<file path="src/rtl/tracer_recip_serial.sv">
// Signed fixed-point reciprocal with serial operand load and serial result drain.
// 1/x by MSB-first restoring division, then optional |.| and saturation to +/-max.
module tracer_recip_serial #(
    parameter int unsigned INT_BITS  = 6,
    parameter int unsigned FRAC_BITS = 10,
    parameter int unsigned NIB       = 4,
    parameter int unsigned OUT_W     = 8
) (
    input  logic             clk,
    input  logic             reset,
    input  logic             i_valid,
    input  logic [NIB-1:0]   i_data,
    input  logic             i_abs,
    output logic             o_in_ready,
    output logic             o_valid,
    output logic [OUT_W-1:0] o_data,
    output logic             o_last,
    output logic             o_sat,
    input  logic             i_out_ready,
    output logic             o_busy
);

    localparam int unsigned W      = INT_BITS + FRAC_BITS;
    localparam int unsigned N_IN   = W / NIB;
    localparam int unsigned N_OUT  = W / OUT_W;
    localparam int unsigned QW     = 2 * FRAC_BITS + 1;
    localparam int unsigned RW     = W + 2;
    localparam int unsigned CMP_W  = (QW > W) ? QW : W;
    localparam int unsigned IN_CW  = $clog2(N_IN + 1);
    localparam int unsigned OUT_CW = $clog2(N_OUT + 1);
    localparam int unsigned DIV_CW = $clog2(QW + 1);

    localparam logic [W-1:0] MAX_POS = {1'b0, {(W-1){1'b1}}};

    localparam logic [1:0] S_LOAD = 2'd0;
    localparam logic [1:0] S_DIV  = 2'd1;
    localparam logic [1:0] S_FIX  = 2'd2;
    localparam logic [1:0] S_EMIT = 2'd3;

    logic [1:0]        state;
    logic [1:0]        state_next;
    logic [W-1:0]      operand;
    logic              abs_q;
    logic [IN_CW-1:0]  in_cnt;
    logic [DIV_CW-1:0] div_cnt;
    logic [QW-1:0]     quot;
    logic [RW-1:0]     rem;
    logic [W-1:0]      shifter;
    logic [OUT_CW-1:0] out_idx;

    logic              load_done;
    logic              div_done;
    logic              emit_done;
    logic [W-1:0]      op_abs;
    logic [W:0]        mag;
    logic [RW-1:0]     rem_shift;
    logic [RW-1:0]     rem_sub;
    logic              ge;
    logic              sat;
    logic [W-1:0]      r_mag;
    logic [W-1:0]      result;

    assign load_done = (in_cnt == IN_CW'(N_IN - 1));
    assign div_done  = (div_cnt == DIV_CW'(QW - 1));
    assign emit_done = (out_idx == OUT_CW'(N_OUT - 1));
    assign o_data    = shifter[W-1 -: OUT_W];

    // Magnitude is W+1 bits wide so the most negative operand keeps its value.
    always_comb begin
        op_abs    = operand[W-1] ? (~operand + W'(1)) : operand;
        mag       = {1'b0, op_abs};
        // Dividend is 2^(2F): its only set bit enters on the first step.
        rem_shift = {rem[RW-2:0], (div_cnt == '0)};
        ge        = (rem_shift >= RW'(mag));
        rem_sub   = rem_shift - RW'(mag);
        sat       = (mag == '0) || (CMP_W'(quot) > CMP_W'(MAX_POS));
        r_mag     = sat ? MAX_POS : W'(quot);
        result    = (operand[W-1] && !abs_q) ? (~r_mag + W'(1)) : r_mag;
    end

    // Next-state logic.
    always_comb begin
        state_next = state;
        case (state)
            S_LOAD:  if (i_valid && load_done) state_next = S_DIV;
            S_DIV:   if (div_done) state_next = S_FIX;
            S_FIX:   state_next = S_EMIT;
            S_EMIT:  if (i_out_ready && emit_done) state_next = S_LOAD;
            default: state_next = S_LOAD;
        endcase
    end

    always_ff @(posedge clk) begin
        if (reset) state <= S_LOAD;
        else       state <= state_next;
    end

    // Datapath and registered status outputs.
    always_ff @(posedge clk) begin
        if (reset) begin
            operand    <= '0;
            abs_q      <= 1'b0;
            in_cnt     <= '0;
            div_cnt    <= '0;
            quot       <= '0;
            rem        <= '0;
            shifter    <= '0;
            out_idx    <= '0;
            o_in_ready <= 1'b1;
            o_busy     <= 1'b0;
            o_valid    <= 1'b0;
            o_last     <= 1'b0;
            o_sat      <= 1'b0;
        end else begin
            o_in_ready <= (state_next == S_LOAD);
            o_busy     <= (state_next != S_LOAD);
            o_valid    <= (state_next == S_EMIT);
            case (state)
                S_LOAD: begin
                    if (i_valid) begin
                        operand <= W'({operand, i_data});
                        if (load_done) begin
                            in_cnt  <= '0;
                            abs_q   <= i_abs;
                            div_cnt <= '0;
                            rem     <= '0;
                            quot    <= '0;
                        end else begin
                            in_cnt <= in_cnt + IN_CW'(1);
                        end
                    end
                end
                S_DIV: begin
                    rem     <= ge ? rem_sub : rem_shift;
                    quot    <= QW'({quot, ge});
                    div_cnt <= div_cnt + DIV_CW'(1);
                end
                S_FIX: begin
                    shifter <= result;
                    o_sat   <= sat;
                    out_idx <= '0;
                    o_last  <= (N_OUT == 1);
                end
                S_EMIT: begin
                    if (i_out_ready) begin
                        shifter <= W'({shifter, {OUT_W{1'b0}}});
                        if (emit_done) begin
                            out_idx <= '0;
                            o_last  <= 1'b0;
                        end else begin
                            out_idx <= out_idx + OUT_CW'(1);
                            o_last  <= ((out_idx + OUT_CW'(1)) == OUT_CW'(N_OUT - 1));
                        end
                    end
                end
                default: ;
            endcase
        end
    end

endmodule

</file>
<file path="config.mk">
export PLATFORM = sky130hd
export DESIGN_NAME = tracer_recip_serial
export DESIGN_NICKNAME = d
export VERILOG_FILES = /design/src/rtl/tracer_recip_serial.sv
export SDC_FILE = /design/constraint.sdc
export NUM_CORES = 1
export LEC_CHECK = 0
export CORE_MARGIN = 2
export CORE_UTILIZATION = 59
export DETAILED_ROUTE_END_ITERATION = 7
export HOLD_SLACK_MARGIN = 0.1
export PLACE_DENSITY = 0.82
export SLEW_MARGIN = 10
export SYNTH_ARGS = -nofsm -noshare
export SYNTH_HDL_FRONTEND = slang
export SYNTH_SLANG_ARGS = --single-unit
</file>
<file path="constraint.sdc">
create_clock -name clk -period 9.6 [get_ports clk]
set_clock_uncertainty 0.2 [all_clocks]
set_input_delay 1.92 -clock clk [delete_from_list [all_inputs] [get_ports clk]]
set_output_delay 1.92 -clock clk [all_outputs]
set_load 0.02 [all_outputs]
</file>
==> metrics.txt <==
# TYPE chip_impl_metric gauge
chip_impl_metric{name="detail_route.first_pass.iterations",unit=""} 5
chip_impl_metric{name="cts_hold_buffers",unit=""} 0
chip_impl_metric{name="synth_edf_count",unit=""} 0
chip_impl_info{name="worst-setup-path-type",value="reg -> reg"} 1
chip_impl_metric{name="grt_remaining_overflow",unit=""} 0
chip_impl_metric{name="switch_pwr",unit="uW"} 249
chip_impl_metric{name="max_slew_margin",unit=""} 0.237
chip_impl_metric{name="worstPathRequired",unit="ns"} 9.64
chip_impl_metric{name="p_leak",unit="uW"} 0.00200
chip_impl_metric{name="async_flop_share",unit=""} 0
chip_impl_metric{name="mapped_avg_cell_area",unit="um2"} 7.90
chip_impl_info{name="largest_family_of_logic_cells_by_synthesized_area",value="compound AO/OA/AOI/OAI gates"} 1
chip_impl_metric{name="gp_routability_congestion",unit=""} 0.912
chip_impl_metric{name="power.share.switching",unit=""} 0.318
chip_impl_metric{name="finalSetupTns",unit="ns"} 0
chip_impl_metric{name="power.share.sequential",unit=""} 0.479
chip_impl_metric{name="final_non_filler_cells",unit=""} 744
chip_impl_metric{name="vias_per_cell",unit=""} 6.15
chip_impl_metric{name="number_of_h_tree_levels",unit=""} 3
chip_impl_metric{name="synth-adder-area-share",unit=""} 0.0529
chip_impl_info{name="result_of_the_run",value="finished, final reports clean"} 1
chip_impl_metric{name="floorplan.die.height",unit="um"} 97.1
chip_impl_metric{name="ys_types",unit=""} 66
chip_impl_metric{name="design.core.area",unit="mm2"} 0.00830
chip_impl_metric{name="postRouteWirelength",unit="um"} 11400
chip_impl_info{name="critical_path.endpoint_type",value="register"} 1
chip_impl_metric{name="cts.repair.resized",unit=""} 0
chip_impl_metric{name="path_max_fanout",unit=""} 23
chip_impl_metric{name="cts_buffer_depth",unit=""} 2
chip_impl_metric{name="tritoncts_buffer_count",unit=""} 9
chip_impl_metric{name="total_standard_cell_area_after_synthesis",unit="mm2"} 0.00511
chip_impl_metric{name="fillerInstances",unit=""} 711
chip_impl_metric{name="synth-xor-area-share",unit=""} 0.0478
chip_impl_metric{name="crit_arrival",unit="ns"} 5.07
chip_impl_metric{name="cap_violations",unit=""} 0
chip_impl_metric{name="i_o_pin_total",unit=""} 22
chip_impl_metric{name="post-dp-hpwl",unit="um"} 8110
chip_impl_metric{name="finalMaxSlewViolations",unit=""} 0
chip_impl_metric{name="tightestPinTransition",unit="ns"} 1.14
chip_impl_info{name="ctsRootBufferMaster",value="sky130_fd_sc_hd__clkbuf_8"} 1
chip_impl_metric{name="finalSetupViolations",unit=""} 0
chip_impl_metric{name="pre_cts_setup_slack",unit="ns"} 4.67
chip_impl_metric{name="start_util",unit=""} 0.616
chip_impl_metric{name="route.detailed.wl_per_inst",unit="um"} 15.4
chip_impl_metric{name="syn_to_final_growth",unit="%"} 6.17
chip_impl_metric{name="drc",unit=""} 0
chip_impl_metric{name="synthMuxAreaShare",unit=""} 0.0299
chip_impl_metric{name="die_width",unit="um"} 97.1
chip_impl_metric{name="layout.nets",unit=""} 664
chip_impl_metric{name="drtIter0Drc",unit=""} 386
chip_impl_metric{name="seq_area_frac_synth",unit=""} 0.345
chip_impl_metric{name="grt_pass1_wl",unit="um"} 19300
chip_impl_metric{name="grt_start_max_net_pins",unit=""} 61
chip_impl_metric{name="clock-sinks",unit=""} 88
chip_impl_metric{name="power_frac_comb",unit=""} 0.196
chip_impl_metric{name="worst_setup_hold_path_clk_slew",unit="ns"} 0.10
chip_impl_metric{name="placement_rows",unit=""} 33
chip_impl_metric{name="layout_worst_path_cycle_share",unit=""} 0.524
chip_impl_metric{name="fmax",unit="MHz"} 199
chip_impl_metric{name="period_minus_slack",unit="ns"} 5.03
chip_impl_metric{name="cells_after_synthesis",unit=""} 647
chip_impl_metric{name="report.final.hold_viol_count",unit=""} 0
chip_impl_metric{name="drive_above_1_share",unit=""} 0.0579
chip_impl_metric{name="yosys_register_bits",unit=""} 88
chip_impl_metric{name="later_pin_clock_latency_in_the_skew_report",unit="ns"} 0.37
chip_impl_metric{name="final.hold.worst_slack",unit="ns"} 0.252
chip_impl_info{name="synth_ff_type",value="sky130_fd_sc_hd__dfxtp_1"} 1
chip_impl_metric{name="route.antenna.remaining_nets",unit=""} 0
chip_impl_metric{name="power_per_cell_area",unit="mW/mm2"} 144
chip_impl_info{name="setup_repair_after_global_routing_missed_its_margin",value="no"} 1
chip_impl_metric{name="final.setup.worst_slack",unit="ns"} 4.57
chip_impl_metric{name="synthSimpleGateAreaFrac",unit=""} 0.219
chip_impl_metric{name="syn_nets",unit=""} 677
chip_impl_metric{name="yosys_warnings",unit=""} 0
chip_impl_info{name="worst_setup_path_start_kind",value="register"} 1
chip_impl_metric{name="compound_gate_portion_of_the_synthesized_area",unit=""} 0.250
chip_impl_metric{name="antenna_cells_inserted",unit=""} 0
chip_impl_metric{name="grt_pass1_vias",unit=""} 4074
chip_impl_metric{name="clockPowerShare",unit=""} 0.325
chip_impl_info{name="min-delay-path-class",value="reg -> reg"} 1
chip_impl_info{name="tritoncts",value="done"} 1
chip_impl_metric{name="port_buffers",unit=""} 21
chip_impl_metric{name="design.die.area",unit="mm2"} 0.00942
chip_impl_metric{name="final_core_utilization",unit=""} 0.654
chip_impl_metric{name="antenna_found_initial",unit=""} 0
chip_impl_metric{name="cts_setup_buffers",unit=""} 0
chip_impl_metric{name="placed_cells_incl_taps",unit=""} 728
chip_impl_metric{name="p_int",unit="uW"} 533
chip_impl_metric{name="grt_usage",unit=""} 0.243
chip_impl_metric{name="worst_ir_drop_vdd",unit="V"} 0.0000957
chip_impl_metric{name="vias",unit=""} 4572
[cell usage after synthesis, types with 3 or more instances]
| master | n | area share |
|---|---|---|
| sky130_fd_sc_hd__nor2_1 | 64 | 0.047 |
| sky130_fd_sc_hd__a211o_1 | 3 | 0.0051 |
| sky130_fd_sc_hd__clkbuf_1 | 27 | 0.020 |
| sky130_fd_sc_hd__nand2b_1 | 10 | 0.012 |
| sky130_fd_sc_hd__buf_6 | 3 | 0.0066 |
| sky130_fd_sc_hd__a211oi_1 | 5 | 0.0073 |
| sky130_fd_sc_hd__and3_1 | 3 | 0.0037 |
| sky130_fd_sc_hd__a31oi_1 | 8 | 0.0098 |
| sky130_fd_sc_hd__o21ai_0 | 33 | 0.032 |
| sky130_fd_sc_hd__xor2_1 | 14 | 0.024 |
| sky130_fd_sc_hd__ha_1 | 20 | 0.049 |
| sky130_fd_sc_hd__o31ai_1 | 4 | 0.0059 |
| sky130_fd_sc_hd__nor4b_1 | 3 | 0.0051 |
| sky130_fd_sc_hd__o21a_1 | 3 | 0.0044 |
| sky130_fd_sc_hd__a221oi_1 | 4 | 0.0069 |
| sky130_fd_sc_hd__o21ai_1 | 18 | 0.018 |
| sky130_fd_sc_hd__a22oi_1 | 25 | 0.037 |
| sky130_fd_sc_hd__nor3_1 | 15 | 0.015 |
| sky130_fd_sc_hd__o21bai_1 | 3 | 0.0044 |
| sky130_fd_sc_hd__and2_1 | 4 | 0.0049 |
| sky130_fd_sc_hd__o31a_1 | 3 | 0.0051 |
| sky130_fd_sc_hd__inv_1 | 14 | 0.010 |
| sky130_fd_sc_hd__or3_1 | 6 | 0.0073 |
| sky130_fd_sc_hd__nand3_1 | 10 | 0.0098 |
| sky130_fd_sc_hd__or2_2 | 6 | 0.0073 |
| sky130_fd_sc_hd__o211ai_1 | 5 | 0.0073 |
| sky130_fd_sc_hd__nor2b_1 | 9 | 0.011 |
| sky130_fd_sc_hd__nand2_1 | 89 | 0.065 |
| sky130_fd_sc_hd__nand4_1 | 8 | 0.0098 |
| sky130_fd_sc_hd__xnor2_1 | 12 | 0.021 |
| sky130_fd_sc_hd__buf_2 | 3 | 0.0029 |
| sky130_fd_sc_hd__a21o_1 | 7 | 0.010 |
| sky130_fd_sc_hd__buf_1 | 5 | 0.0037 |
| sky130_fd_sc_hd__nor4_1 | 5 | 0.0061 |
| sky130_fd_sc_hd__a21oi_1 | 51 | 0.050 |
| sky130_fd_sc_hd__dfxtp_1 | 88 | 0.34 |
| sky130_fd_sc_hd__mux2i_1 | 13 | 0.025 |
| sky130_fd_sc_hd__buf_4 | 8 | 0.012 |
[worst max-delay path, cell delays in order, from the launching register on]
cell and delay (ns):
sky130_fd_sc_hd__dfxtp_1 0.44, sky130_fd_sc_hd__nor4_1 0.58, sky130_fd_sc_hd__nand2_1 0.24, sky130_fd_sc_hd__nor4b_1 0.50, sky130_fd_sc_hd__nor4b_1 0.12, sky130_fd_sc_hd__nand4_1 0.16
sky130_fd_sc_hd__o21ai_2 0.26, sky130_fd_sc_hd__nor2_1 0.23, sky130_fd_sc_hd__ha_1 0.24, sky130_fd_sc_hd__or3b_2 0.47, sky130_fd_sc_hd__nor3_1 0.28, sky130_fd_sc_hd__nand2_1 0.15
sky130_fd_sc_hd__nor3_1 0.28, sky130_fd_sc_hd__nand2_1 0.15, sky130_fd_sc_hd__nor3_1 0.23, sky130_fd_sc_hd__o21bai_1 0.10, sky130_fd_sc_hd__o2111ai_1 0.20, sky130_fd_sc_hd__a21oi_1 0.08
[layout by cell type (no fill, tap or decap), types with 9 or more instances in the layout]
master | Yosys | final
sky130_fd_sc_hd__a21oi_1 | 51 | 51
sky130_fd_sc_hd__a22oi_1 | 25 | 25
sky130_fd_sc_hd__clkbuf_8 | 0 | 9
sky130_fd_sc_hd__clkdlybuf4s50_1 | 0 | 20
sky130_fd_sc_hd__dfxtp_1 | 88 | 88
sky130_fd_sc_hd__ha_1 | 20 | 20
sky130_fd_sc_hd__inv_1 | 14 | 14
sky130_fd_sc_hd__mux2i_1 | 13 | 13
sky130_fd_sc_hd__nand2_1 | 89 | 89
sky130_fd_sc_hd__nand2b_1 | 10 | 10
sky130_fd_sc_hd__nand3_1 | 10 | 10
sky130_fd_sc_hd__nor2_1 | 64 | 64
sky130_fd_sc_hd__nor2b_1 | 9 | 9
sky130_fd_sc_hd__nor3_1 | 15 | 15
sky130_fd_sc_hd__o21ai_0 | 33 | 33
sky130_fd_sc_hd__o21ai_1 | 18 | 18
sky130_fd_sc_hd__xnor2_1 | 12 | 12
sky130_fd_sc_hd__xor2_1 | 14 | 14
[per-stage QoR]
| stage | total power [uW] | instance area (um2) |
|---|---|---|
| final | 782 | 5420 |
| after CTS | 784 | 5420 |
| after detailed placement | 533 | 5230 |
| after global placement | 529 | 5230 |
| after floorplan | 510 | 5110 |
| after global routing | 820 | 5420 |
[registers in the layout, indices dropped and copies added (netlist names)]
register    count
abs_q           1
div_cnt         5
in_cnt          3
o_busy          1
o_in_ready      1
o_last          1
o_sat           1
o_valid         1
operand        16
out_idx         2
quot           21
rem            17
shifter        16
state           2
[layout make-up]
type,count,area (um2),share of cell area
Sequential cell,88,1760,0.325
Tap cell,105,131,0.0242
Inverter,14,52.6,0.00969
Clock buffer,9,124,0.0228
Timing Repair Buffer,23,220,0.0406
Clock inverter,7,73.8,0.0136
Multi-Input combinational cell,498,3060,0.564
[per-layer routing]
metal	routed length, um	GRT usage	up-vias
li1	-	-	2287
met1	5490	0.350	2146
met2	5090	0.370	125
met3	702	0.0446	14
met4	144	0.0780	0
met5	0	0	-
[cells by family after synthesis]
| group | Yosys count |
|---|---|
| AOI/OAI and AO/OA | 195 |
| xor gates and xnor gates | 27 |
| adders and majority gates | 21 |
| buffers and inverters | 61 |
| DFF | 88 |
| muxes | 15 |
| and+or+nand+nor | 240 |
[power by group through the flow]
| stage | logic (uW) | registers [uW] | clock network [uW] |
|---|---|---|---|
| 6_report | 153 | 375 | 254 |
| 4_1_cts | 151 | 375 | 258 |
| 3_5_place_dp | 150 | 383 | 0 |
| 5_1_grt | 169 | 376 | 275 |
| 3_3_place_gp | 146 | 382 | 0 |
| 2_1_floorplan | 131 | 379 | 0 |
[path summary, 6_finish.rpt]
| path | startpoint | endpoint | cells past startpoint | slack (ns) |
|---|---|---|---|---|
| setup reg to reg | operand[2] | shifter[14] | 17 | 4.57 |
| hold / removal | in_cnt[2] | in_cnt[2] | 2 | 0.25 |
| setup / recovery | operand[2] | shifter[14] | 17 | 4.57 |
| hold reg to reg | in_cnt[2] | in_cnt[2] | 2 | 0.25 |
(Power assumes the default switching activity.)
